## src/rtl/airi5c_uart_pkg.sv

```systemverilog
// Shared UART definitions for the TX and RX controllers.
// Holds the frame FSM state encoding, the data_bits and parity field codes,
// and small helpers that decode those fields.
package airi5c_uart_pkg;

  typedef enum logic [2:0] {
    IDLE   = 3'd0,
    START  = 3'd1,
    DATA   = 3'd2,
    PARITY = 3'd3,
    STOP   = 3'd4
  } uart_state_t;

  localparam logic [1:0] DBITS_5 = 2'b00;
  localparam logic [1:0] DBITS_6 = 2'b01;
  localparam logic [1:0] DBITS_7 = 2'b10;
  localparam logic [1:0] DBITS_8 = 2'b11;

  localparam logic [1:0] PARITY_NONE     = 2'b00;
  localparam logic [1:0] PARITY_EVEN     = 2'b01;
  localparam logic [1:0] PARITY_ODD      = 2'b10;
  localparam logic [1:0] PARITY_RESERVED = 2'b11;

  // Index of the last data bit of a frame: code 00 means five bits, so index 4.
  function automatic logic [2:0] last_bit_index(input logic [1:0] data_bits);
    return {1'b0, data_bits} + 3'd4;
  endfunction

  // The reserved parity code behaves exactly like "none".
  function automatic logic parity_enabled(input logic [1:0] parity);
    return (parity == PARITY_EVEN) || (parity == PARITY_ODD);
  endfunction

endpackage

```

## src/rtl/airi5c_uart_tx_baud.sv

```systemverilog
// Bit-period timer for the UART transmitter.
// Ports:
//   clk, reset, clear : clock, synchronous reset and synchronous abort
//   load              : frame start; captures baud_div and restarts the count
//   run               : a frame is in progress
//   baud_div          : bit period minus one, in clk cycles
//   tick              : one-cycle strobe in the last cycle of every bit period
module airi5c_uart_tx_baud
  import airi5c_uart_pkg::*;
#(
  parameter int DIV_WIDTH = 16
) (
  input  logic                 clk,
  input  logic                 reset,
  input  logic                 clear,
  input  logic                 load,
  input  logic                 run,
  input  logic [DIV_WIDTH-1:0] baud_div,
  output logic                 tick
);

  logic [DIV_WIDTH-1:0] div_q;
  logic [DIV_WIDTH-1:0] cnt;

  // The divider is captured at frame start so a mid-frame change of
  // baud_div only affects the next frame.
  always_ff @(posedge clk) begin
    if (reset || clear) begin
      div_q <= '0;
      cnt   <= '0;
    end else if (load) begin
      div_q <= baud_div;
      cnt   <= '0;
    end else if (run) begin
      if (cnt == div_q) cnt <= '0;
      else              cnt <= cnt + DIV_WIDTH'(1);
    end
  end

  assign tick = run && (cnt == div_q);

endmodule

```

## src/rtl/airi5c_uart_tx_ctrl.sv

```systemverilog
// UART transmit controller: pops words from the TX FIFO and serialises them
// as start bit, 5..8 data bits LSB first, optional parity and 1 or 2 stop bits.
// Ports:
//   clk, reset, clear  : clock, synchronous reset, synchronous frame abort
//   enable             : allows new frames to start
//   baud_div           : bit period minus one, in clk cycles
//   data_bits          : 00=5, 01=6, 10=7, 11=8 data bits
//   parity             : 00 none, 01 even, 10 odd, 11 none
//   stop_bits          : 0 one stop bit, 1 two stop bits
//   cts_en, cts        : flow control enable and clear-to-send
//   fifo_empty, fifo_data, fifo_pop : TX FIFO handshake
//   tx, busy, tx_done  : serial line, frame active, end-of-frame pulse
// DATA_WIDTH must be at least 8.
module airi5c_uart_tx_ctrl
  import airi5c_uart_pkg::*;
#(
  parameter int DATA_WIDTH = 8,
  parameter int DIV_WIDTH  = 16
) (
  input  logic                  clk,
  input  logic                  reset,
  input  logic                  clear,
  input  logic                  enable,
  input  logic [DIV_WIDTH-1:0]  baud_div,
  input  logic [1:0]            data_bits,
  input  logic [1:0]            parity,
  input  logic                  stop_bits,
  input  logic                  cts_en,
  input  logic                  cts,
  input  logic                  fifo_empty,
  input  logic [DATA_WIDTH-1:0] fifo_data,
  output logic                  fifo_pop,
  output logic                  tx,
  output logic                  busy,
  output logic                  tx_done
);

  uart_state_t           state, state_next;
  logic [DATA_WIDTH-1:0] shift_q;
  logic [2:0]            bit_cnt;
  logic                  stop_cnt;
  logic                  par_acc;
  logic [1:0]            lat_dbits;
  logic [1:0]            lat_parity;
  logic                  lat_stop;
  logic                  start_cond;
  logic                  abort;
  logic                  tick;
  logic                  last_data;
  logic                  last_stop;

  assign abort      = reset || clear;
  assign start_cond = (state == IDLE) && enable && !fifo_empty && (!cts_en || cts);
  assign fifo_pop   = start_cond && !abort;
  assign last_data  = (bit_cnt == last_bit_index(lat_dbits));
  assign last_stop  = (stop_cnt == lat_stop);

  airi5c_uart_tx_baud #(
    .DIV_WIDTH(DIV_WIDTH)
  ) u_baud (
    .clk      (clk),
    .reset    (reset),
    .clear    (clear),
    .load     (start_cond),
    .run      (busy),
    .baud_div (baud_div),
    .tick     (tick)
  );

  always_ff @(posedge clk) begin
    if (abort) state <= IDLE;
    else       state <= state_next;
  end

  // Every transition except the frame start waits for the bit-period tick.
  // tx_done is suppressed in an abort cycle so an aborted frame never
  // reports completion.
  always_comb begin
    state_next = state;
    tx         = 1'b1;
    tx_done    = 1'b0;
    busy       = (state != IDLE);
    case (state)
      IDLE: begin
        if (start_cond) state_next = START;
      end
      START: begin
        tx = 1'b0;
        if (tick) state_next = DATA;
      end
      DATA: begin
        tx = shift_q[0];
        if (tick && last_data) state_next = parity_enabled(lat_parity) ? PARITY : STOP;
      end
      PARITY: begin
        tx = (lat_parity == PARITY_ODD) ? ~par_acc : par_acc;
        if (tick) state_next = STOP;
      end
      STOP: begin
        tx_done = tick && last_stop && !abort;
        if (tick && last_stop) state_next = IDLE;
      end
      default: state_next = IDLE;
    endcase
  end

  // Frame datapath: the word and its format are captured on the pop edge,
  // parity accumulates over the bits actually shifted out, so bits above the
  // configured width never reach tx or the parity.
  always_ff @(posedge clk) begin
    if (abort) begin
      shift_q    <= '0;
      bit_cnt    <= '0;
      stop_cnt   <= 1'b0;
      par_acc    <= 1'b0;
      lat_dbits  <= DBITS_5;
      lat_parity <= PARITY_NONE;
      lat_stop   <= 1'b0;
    end else if (start_cond) begin
      shift_q    <= fifo_data;
      bit_cnt    <= '0;
      stop_cnt   <= 1'b0;
      par_acc    <= 1'b0;
      lat_dbits  <= data_bits;
      lat_parity <= parity;
      lat_stop   <= stop_bits;
    end else if (tick) begin
      case (state)
        DATA: begin
          shift_q <= shift_q >> 1;
          par_acc <= par_acc ^ shift_q[0];
          bit_cnt <= bit_cnt + 3'd1;
        end
        STOP: stop_cnt <= ~stop_cnt;
        default: ;
      endcase
    end
  end

endmodule

```

## config.mk

```make
export PLATFORM = sky130hd
export DESIGN_NAME = airi5c_uart_tx_ctrl
export DESIGN_NICKNAME = d
export VERILOG_FILES = /design/src/rtl/airi5c_uart_pkg.sv /design/src/rtl/airi5c_uart_tx_baud.sv /design/src/rtl/airi5c_uart_tx_ctrl.sv
export SDC_FILE = /design/constraint.sdc
export NUM_CORES = 1
export LEC_CHECK = 0
export CORE_ASPECT_RATIO = 0.7
export CORE_MARGIN = 5
export CORE_UTILIZATION = 53
export DETAILED_ROUTE_END_ITERATION = 8
export PLACE_DENSITY_LB_ADDON = 0.25
export SYNTH_ARGS = -nofsm -noshare
export SYNTH_HDL_FRONTEND = slang
export SYNTH_HIERARCHICAL = 1
export SYNTH_SLANG_ARGS = --single-unit
```

## constraint.sdc

```tcl
create_clock -name clk -period 2.4 [get_ports clk]
set_input_delay 0.48 -clock clk [delete_from_list [all_inputs] [get_ports clk]]
set_output_delay 0.48 -clock clk [all_outputs]
set_load 0.1 [all_outputs]
```

### After elaboration in Yosys (flattened, before gate mapping)

Index checks and enable logic that the tools add are counted.

* register bits: 53
* logic and storage cells: 67
* bits in latches: 0
* RAM bits: 0
* memories kept: 0
* output and inout bits: 4
* ROM bits: 0
* bits of input ports: 36

* shifts and indexed selects: 0
* order comparisons: 0
* divide/modulo/power cells: 0
* reduce and logical (&&, ||, !) cells: 23
* bitwise gates (word level): 3
* equal/unequal tests: 14
* multipliers: 0
* add/sub/neg operators: 3
* mux-type cells: 14

Operators by type and width (number)
* two-way mux 8 bit: 3
* two-way mux 3 bit: 6
* adder 16 x 1 -> 16 bit (second input constant): 1
* == test 16 bit: 1
* two-way mux 16 bit: 1
* one-hot mux 3 bit (5 select lines): 1
* inequality test 2 bit (second input constant): 5
* logical AND 1 bit: 8
* == test 3 x 2 -> 1 bit (second input constant): 2
* AND reduction 2 bit: 3
* AND reduction 5 bit: 1
* nonzero test 2 bit: 2
* adder 2 x 3 -> 3 bit (second input constant): 1
* adder 3 x 1 -> 3 bit (second input constant): 1
* == test 3 x 1 -> 1 bit (second input constant): 1
* == test 3 bit: 1
* == test 3 bit (second input constant): 1
* zero test 1 bit: 3
* zero test 3 bit: 1
* logical OR 1 bit: 3
* one-hot mux 1 bit (3 select lines): 1
* nonzero test 3 bit: 1
* == test 2 x 1 -> 1 bit (second input constant): 1
* == test 2 bit (second input constant): 1
* other kinds (5): 7

### Logic depth before layout (Yosys ltp)

Gate-level depths: netlist (run 1).

* depth in word-level cells: 6
* mapped depth: 11
* depth with buffers taken out: 8

### Hierarchy

Netlist (run 1), hierarchy kept.

Modules (own cells, without submodules)
* airi5c_uart_tx_baud: sequential area each 640.6 um^2, cells an instance 154, area each 1461.4 um^2, times used 1
* airi5c_uart_tx_ctrl: sequential area each 420.4 um^2, cells an instance 133, area each 1034.7 um^2, times used 1

### Worst setup path before layout (run 1)

OpenSTA, ideal clock, no wires.

* path type: register to output
* start point: register state[0]
* end point: output port tx_done
* path slack: -1.350 ns
* arrival time: 3.270 ns
* data required time: 1.920 ns
* buffers on the path: 3
* cell stages (with the launch flop): 9
* cells stage by stage: dfxtp_1 -> buf_2 -> or3_1 -> clkbuf_1 -> nand2_1 -> nor4_1 -> buf_2 -> nand2_1 -> nor2_1

* longest elaborated chain between the ends: 5
* elaborated cells between the ends (all ways): 6
* those cells by class: eq/ne (1); mux (1); reduce/logical (4)

RTL lines
* from (decl): RTL line airi5c_uart_tx_ctrl.sv:38 `uart_state_t state, state_next;`
* from (signal assigned): RTL line airi5c_uart_tx_ctrl.sv:72 `else state <= state_next;`
* nonzero test 3 bit: RTL line airi5c_uart_tx_ctrl.sv:82 `busy = (state != IDLE);`
* net busy: RTL line airi5c_uart_tx_ctrl.sv:34 `output logic busy,`
* logical AND 1 bit: RTL line airi5c_uart_tx_baud.sv:40 `assign tick = run && (cnt == div_q);`
* net tick: RTL line airi5c_uart_tx_ctrl.sv:48 `logic tick;`
* logical AND 1 bit (2 in a row): RTL line airi5c_uart_tx_ctrl.sv:100 `tx_done = tick && last_stop && !abort;`
* two-way mux 1 bit: RTL line airi5c_uart_tx_ctrl.sv:83 `case (state)`
* to (decl): RTL line airi5c_uart_tx_ctrl.sv:35 `output logic tx_done`

The timed path passes the listed nets, and every way through them passes these cells.

### Final worst setup path (run 1)

* start point: register u_baud.cnt[10]
* end point: output port tx_done

* longest elaborated chain between the ends: 5

RTL lines
* from (decl): RTL line airi5c_uart_tx_baud.sv:23 `logic [DIV_WIDTH-1:0] cnt;`
* from (signal assigned): RTL line airi5c_uart_tx_baud.sv:36 `else cnt <= cnt + DIV_WIDTH'(1);`
* == test 16 bit: RTL line airi5c_uart_tx_baud.sv:40
* logical AND 1 bit: RTL line airi5c_uart_tx_baud.sv:40
* net tick: RTL line airi5c_uart_tx_ctrl.sv:48
* logical AND 1 bit (2 in a row): RTL line airi5c_uart_tx_ctrl.sv:100
* two-way mux 1 bit: RTL line airi5c_uart_tx_ctrl.sv:83

The timed path passes the listed nets, and every way through them passes these cells.

==> metrics.yaml, run 1 <==
worst_setup_path:
  worst_path_dominant_cell_family: "simple AND/OR/NAND/NOR gates"
  crit_buf_inv: 2
  path_cells: "xnor2_1, nand4_1, nor4_2, buf_4, nand2_1, nor2_4, buf_12"
  crit_path_max_incr_delay_ns: 0.41
  cp.depth: 7
  ff2ff_path_depth: 10
  worstPathRequired_ns: 1.92
  critPathCaptureType: "output pin"
  worstSetupStartpointType: "flop"
  slowest_stage: "dfxtp_1"
  r2r-end: "state[2]"
  cp_max_fo: 3
  crit_arrival_ns: 1.89
  r2r_setup_slack_ns: 0.18
  reg2reg_from: "u_baud/cnt[10]"
  crit_type: "reg2out"
  cp-startpoint: "u_baud/cnt[10]"
finish:
  layout-drive-gt1-share_pct: 15.1
  antennaDiodeCount: 0
  fillers: 345
  syn2layout_area_growth_pct: 27.6
  register_area_um2: 1070
  multi_input_area_um2: 1360
  final_nets: 376
  final_core_util_pct: 71.5
  final_cells: 393
min_path:
  min_path_cells: 2
  min_to: "lat_parity[0]"
  hp-start: "lat_parity[0]"
  hold_class: "reg2reg"
outcome:
  outcome: "complete, no violations"
synthesis:
  synth_top_area_cell: "dfxtp_1"
  synth_edf_count: 0
  netlist-cell-type-count: 36
  synth-main-ff-cell: "dfxtp_1"
  syn_area_per_cell_um2: 8.70
  synth_cells: 287
  synthMuxAreaShare_pct: 6.82
  synth_simple_gate_area_share_pct: 22.7
  mappedNetlistNets: 326
  synth_common_cells: "53 x dfxtp_1, 46 x nor2_1, 40 x nand2_1"
  ys_warn_count: 6
  async_flop_share_pct: 0
  ys_seq_area_share_pct: 42.5
  ys_ff_latch: 53
  syn-cell-area_um2: 2500
  synth_top_family_by_area: "simple AND/OR/NAND/NOR gates"
  synthAdderAreaFrac_pct: 1.50
  synth-compound-area-share_pct: 8.02
  synth-xor-area-share_pct: 14.0
  synth_most_common_cell: "dfxtp_1"
  synth_top_area_share_pct: 42.5
  synth_area_leaders: "dfxtp_1 43%, xnor2_1 7.4%, nor2_1 6.9%, mux2i_1 6.8%, xor2_1 6.7%"
routing:
  via_per_inst: 5.28
  drt_iter0_drc: 163
  wl_per_cell_um: 14.4
  dr.pass1.iters: 5
  wl_mm: 5.64
  ant_nets: 0
  drc_errors: 0
  vias: 2077
sta:
  drv_slew: 0
  setup-violations-final: 0
  tightest_slew_ns: 0.406
  final.min_clock_period_ns: 2.37
  rsz0062_at_grt: "yes"
  hold_viol_final: 0
  min_period_over_period_pct: 98.6
  hold_ws_ns: 0.467
  fin_skew_ns: 0.00789
  max-slew-margin-rel_pct: 72.7
  max_freq_ghz: 0.423
clock_tree:
  numCtsBuffers: 5
  cts_hold_buf: 0
  clock_path_buffers: 2
  cts.clk_slew.worst_paths_ns: 0.10
  h-tree-depth: 2
  insertion_delay_ns: 0.31
  clock-sinks: 53
  cts_tree: "yes"
  root_buffer: "clkbuf_8"
global_routing:
  grt_max_degree: 22
  grt_pass1_wl_mm: 9.20
  gr-total-overflow: 0
  antenna_found_initial: 0
  grt_pass1_vias: 1916
  grtUsageTotal_pct: 19.1
floorplanning:
  die_h_um: 67.4
  rows: 20
  io_pins: 40
  dieArea_um2: 6200
  start_util_pct: 56.0
  die_x_um: 92.0
  core-area_um2: 4450
pwr:
  p_leak_uw: 0.00118
  ir_drop_mv: 0.293
  finalPower_uw: 1630
  p_per_area_nw_per_um2: 512
place:
  hpwl_mm: 4.20
  place_inst: 381
  gp_congestion: 0.894
  port_buffers: 39
job:
  drv_cap: 0
## worst register-to-register path, stage by stage (launching register included)
cell and delay [ns]:
dfxtp_1 0.41, xnor2_1 0.14, nand4_1 0.23, nor4_2 0.28, buf_4 0.15, buf_4 0.09, buf_4 0.12, nand3_1 0.09
nor3_1 0.34, nand2b_1 0.17, a31o_2 0.14
## registers in the layout, summed over array words and instances (netlist names), 2 cells and up
signal	cells
bit_cnt	3
shift_q	8
u_baud/div_q	16
lat_dbits	2
state	3
lat_parity	2
u_baud/cnt	16
## through the flow
step	TNS (ns)	area [um2]	setup WS, ns
2_1_floorplan	-0.167	2510	-0.167
3_3_place_gp	0	3030	0.146
3_5_place_dp	0	3030	0.118
4_1_cts	0	3160	0.00955
5_1_grt	-0.0689	3180	-0.0689
6_report	0	3180	0.0334
## layout by cell type, fill, tap and decap left out, types with 2 or more instances in the layout
cell type	count
a21oi_1	10
a31oi_1	7
and3_1	2
buf_12	4
buf_4	19
clkbuf_8	6
clkdlybuf4s50_1	35
dfxtp_1	49
dfxtp_2	4
ha_1	3
inv_1	4
mux2i_1	17
nand2_1	40
nand2b_1	2
nand3_1	9
nand3_2	2
nand4_1	5
nor2_1	45
nor3_1	2
nor4_1	3
nor4_2	3
o21ai_0	9
or2_2	2
xnor2_1	21
xor2_1	19
## final cells by class
cell class	instances	area share [%]
flip-flops and latches	53	33.5
inverters	5	0.589
well taps	55	2.16
repair buffers	58	18.0
multi-input cells	214	42.6
clock buffers	6	2.59
clock inverters	2	0.550
## repair_timing
| item | 4_1_cts | 5_1_grt |
|---|---|---|
| endpoints found under the setup margin | 1 | 1 |
| pin swaps | 3 | 4 |
| gates cloned | 0 | 0 |
| resized for setup | 4 | 3 |
| hold endpoints to repair | 0 | 0 |
| buffers inserted | 2 | 2 |
## worst max-delay path by stage
stage,slack [ns],endpoint
final,0.03,tx_done
after global routing,-0.07,tx_done
after CTS,0.01,tx_done
after detailed placement,0.12,tx_done
after global placement,0.15,tx_done
after floorplan,-0.17,tx_done
## routing by layer
layer	global-route usage (%)	vias up	wire, um
li1	-	1057	-
met5	0	-	0
met4	5.37	0	53
met1	28.3	944	2920
met3	4.68	7	402
met2	27.5	69	2270
## where the power goes
part	leakage, uW	internal (uW)	switching (uW)
Combinational	0.000697	103	88.7
Clock	0.0000518	240	298
Sequential	0.000430	890	8.77
## cells by family (layout without fill, tap and decap cells)
family,count (synthesis),in the layout
and+or+nand+nor,123,123
xor gates and xnor gates,40,40
AOI/OAI and AO/OA,31,31
DFF,53,53
buffers and inverters,20,71
adders and majority gates,3,3
muxes,17,17
Note: power is estimated with default switching activity, not from simulation.
==> run 2: changes to the inputs <==
==> constraint.sdc (replaced) <==
create_clock -name clk -period 2.4 [get_ports clk]
set_input_delay 0.36 -clock clk [delete_from_list [all_inputs] [get_ports clk]]
set_output_delay 0.36 -clock clk [all_outputs]
set_load 0.1 [all_outputs]
==> metrics.yaml, run 2 (synthesis results as in run 1) <==
clock_tree:
  root_buffer: "clkbuf_8"
  h-tree-depth: 2  # unchanged
  clock_path_buffers: 2  # unchanged
  numCtsBuffers: 5  # unchanged
  clock-sinks: 53  # unchanged
  cts.clk_slew.worst_paths_ns: 0.09  # about the same
  cts_tree: "yes"
  insertion_delay_ns: 0.31  # about the same
worst_setup_path:
  slowest_stage: "dfxtp_2"
  critPathCaptureType: "output pin"
  crit_arrival_ns: 1.91  # +0.02 ns
  worstPathRequired_ns: 2.04  # +0.12 ns
  crit_type: "reg2out"
  crit_path_max_incr_delay_ns: 0.35  # -0.06 ns
  reg2reg_from: "u_baud/cnt[5]"
  r2r_setup_slack_ns: 0.21  # +0.03 ns
  worstSetupStartpointType: "flop"
  r2r-end: "state[2]"
  path_cells: "xor2_1, nor4_2, nand2_1, nor4_2, buf_4, nand2_1, nor2_4, buf_12"
  cp_max_fo: 4  # +1
  ff2ff_path_depth: 10  # unchanged
global_routing:
  grtUsageMet2_pct: 27.6  # +0.091 points
  antenna_found_initial: 0  # unchanged
  gr-total-overflow: 0  # unchanged
  grtUsageTotal_pct: 19.2  # +0.044 points
  top_usage_layer: "met1"
  grt_pass1_vias: 1931  # +0.78%
  met1_usage_pct: 28.5  # +0.19 points
  gr-usage-met3_pct: 4.01  # -0.67 points
  grt_max_degree: 22  # unchanged
  grt_pass1_wl_mm: 9.25  # +0.46%
place:
  gp_congestion: 0.836  # -6.5%
  hpwl_mm: 4.22  # +0.34%
  port_buffers: 39  # unchanged
finish:
  final_core_util_pct: 69.9  # -1.5 points
  register_area_um2: 1070  # +0.12%
  reg_top3: "u_baud/cnt: 16 flops, u_baud/div_q: 16 flops, shift_q: 8 flops"
  final_nets: 369  # -1.9%
  layout-drive-gt1-share_pct: 13.3  # -1.8 points
  antennaDiodeCount: 0  # unchanged
  final_cell_mix: "48 x dfxtp_1, 45 x nor2_1, 40 x nand2_1, 35 x clkdlybuf4s50_1, 21 x xnor2_1"
  syn2layout_area_growth_pct: 24.8
  fillers: 362  # +4.9%
  final_common_cell: "dfxtp_1"
  multi_input_area_um2: 1350  # -0.37%
routing:
  vias: 2096  # +0.91%
  ant_nets: 0  # unchanged
  wl_per_cell_um: 14.6  # +1.4%
  via_per_inst: 5.43  # +2.7%
  drc_errors: 0  # unchanged
  drt_iter0_drc: 160  # -1.8%
  dr.pass1.iters: 4  # -1
  wl_mm: 5.62  # -0.39%
floorplanning:
  die_h_um: 67.4  # unchanged
  start_util_pct: 56.0  # unchanged
  core-area_um2: 4450  # unchanged
  dieArea_um2: 6200  # unchanged
  io_pins: 40  # unchanged
  die_x_um: 92.0  # unchanged
  rows: 20  # unchanged
min_path:
  min_path_cells: 2  # unchanged
  hold_class: "reg2reg"
  min_to: "shift_q[0]"
  hp-start: "shift_q[1]"
job:
  drv_cap: 0  # unchanged
sta:
  tns_ns: 0  # unchanged
  min_period_over_period_pct: 94.4  # -4.2 points
  final.min_clock_period_ns: 2.27  # -0.100 ns
  drv_slew: 0  # unchanged
  setup-violations-final: 0  # unchanged
  rsz0062_at_grt: "no"
  max_freq_ghz: 0.441  # +4.4%
  hold_viol_final: 0  # unchanged
  tightest_slew_ns: 0.449  # +0.0425 ns
  max-slew-margin-rel_pct: 69.8  # -2.9 points
  fin_skew_ns: 0.00707  # -0.000820 ns
pwr:
  p_leak_uw: 0.00113  # -3.9%
  ir_drop_mv: 0.372  # +27%
  p_per_area_nw_per_um2: 523  # +2.1%
outcome:
  outcome: "complete, no violations"
run 2: routing by layer:
layer / vias up / wire, um
li1: 1049 / -
met1: 982 / 2900
met2: 57 / 2350
met3: 8 / 307
met4: 0 / 69
met5: - / 0
run 2: area by class of cell:
class	count	area share, %
well taps	55	2.21
clock inverters	2	0.562
multi-input cells	214	43.4
flip-flops and latches	53	34.3
repair buffers	51	16.3
inverters	5	0.602
clock buffers	6	2.65
run 2: worst max-delay path, delay by kind of cell, from the launching register on:
kind	cells	cell delay [ns]
and+or+nand+nor	5	0.75
xor gates and xnor gates	1	0.16
DFF	1	0.35
buffers and inverters	2	0.33
run 2: where the power goes:
part	switching (uW)	internal, uW	leakage [uW]
sequential	8.90	890	0.000431
clock	303	240	0.0000518
combinational	87.6	98.4	0.000651
total	399	1230	0.00113
run 2: stage by stage:
| stage | hold WS (ns) | cell area, um2 | total power (uW) | setup WS [ns] | std cells |
|---|---|---|---|---|---|
| 2_1_floorplan | 0.436 | 2510 | 1010 | -0.0469 | 287 |
| 3_3_place_gp | 0.444 | 2980 | 1100 | 0.226 | 376 |
| 3_5_place_dp | 0.461 | 2980 | 1100 | 0.165 | 376 |
| 4_1_cts | 0.475 | 3100 | 1640 | 0.0530 | 386 |
| 5_1_grt | 0.499 | 3120 | 1680 | 0.00547 | 386 |
| 6_report | 0.473 | 3120 | 1630 | 0.134 | 386 |
run 2: how the worst max path moves through the flow:
stage,slack [ns],end,startpoint
after floorplan,-0.05,tx_done,state[0]
after CTS,0.05,tx_done,state[0]
after global placement,0.23,bit_cnt[2],u_baud/cnt[14]
after global routing,0.005,tx_done,u_baud/cnt[4]
final,0.13,tx_done,u_baud/cnt[5]
after detailed placement,0.17,state[2],u_baud/cnt[8]
run 2: timing repair:
action,in CTS,in global routing
hold buffers,0,0
endpoints found under the setup margin,1,4
pin swaps,3,2
setup buffers,2,0
gates cloned,0,0
gates resized for setup,2,5
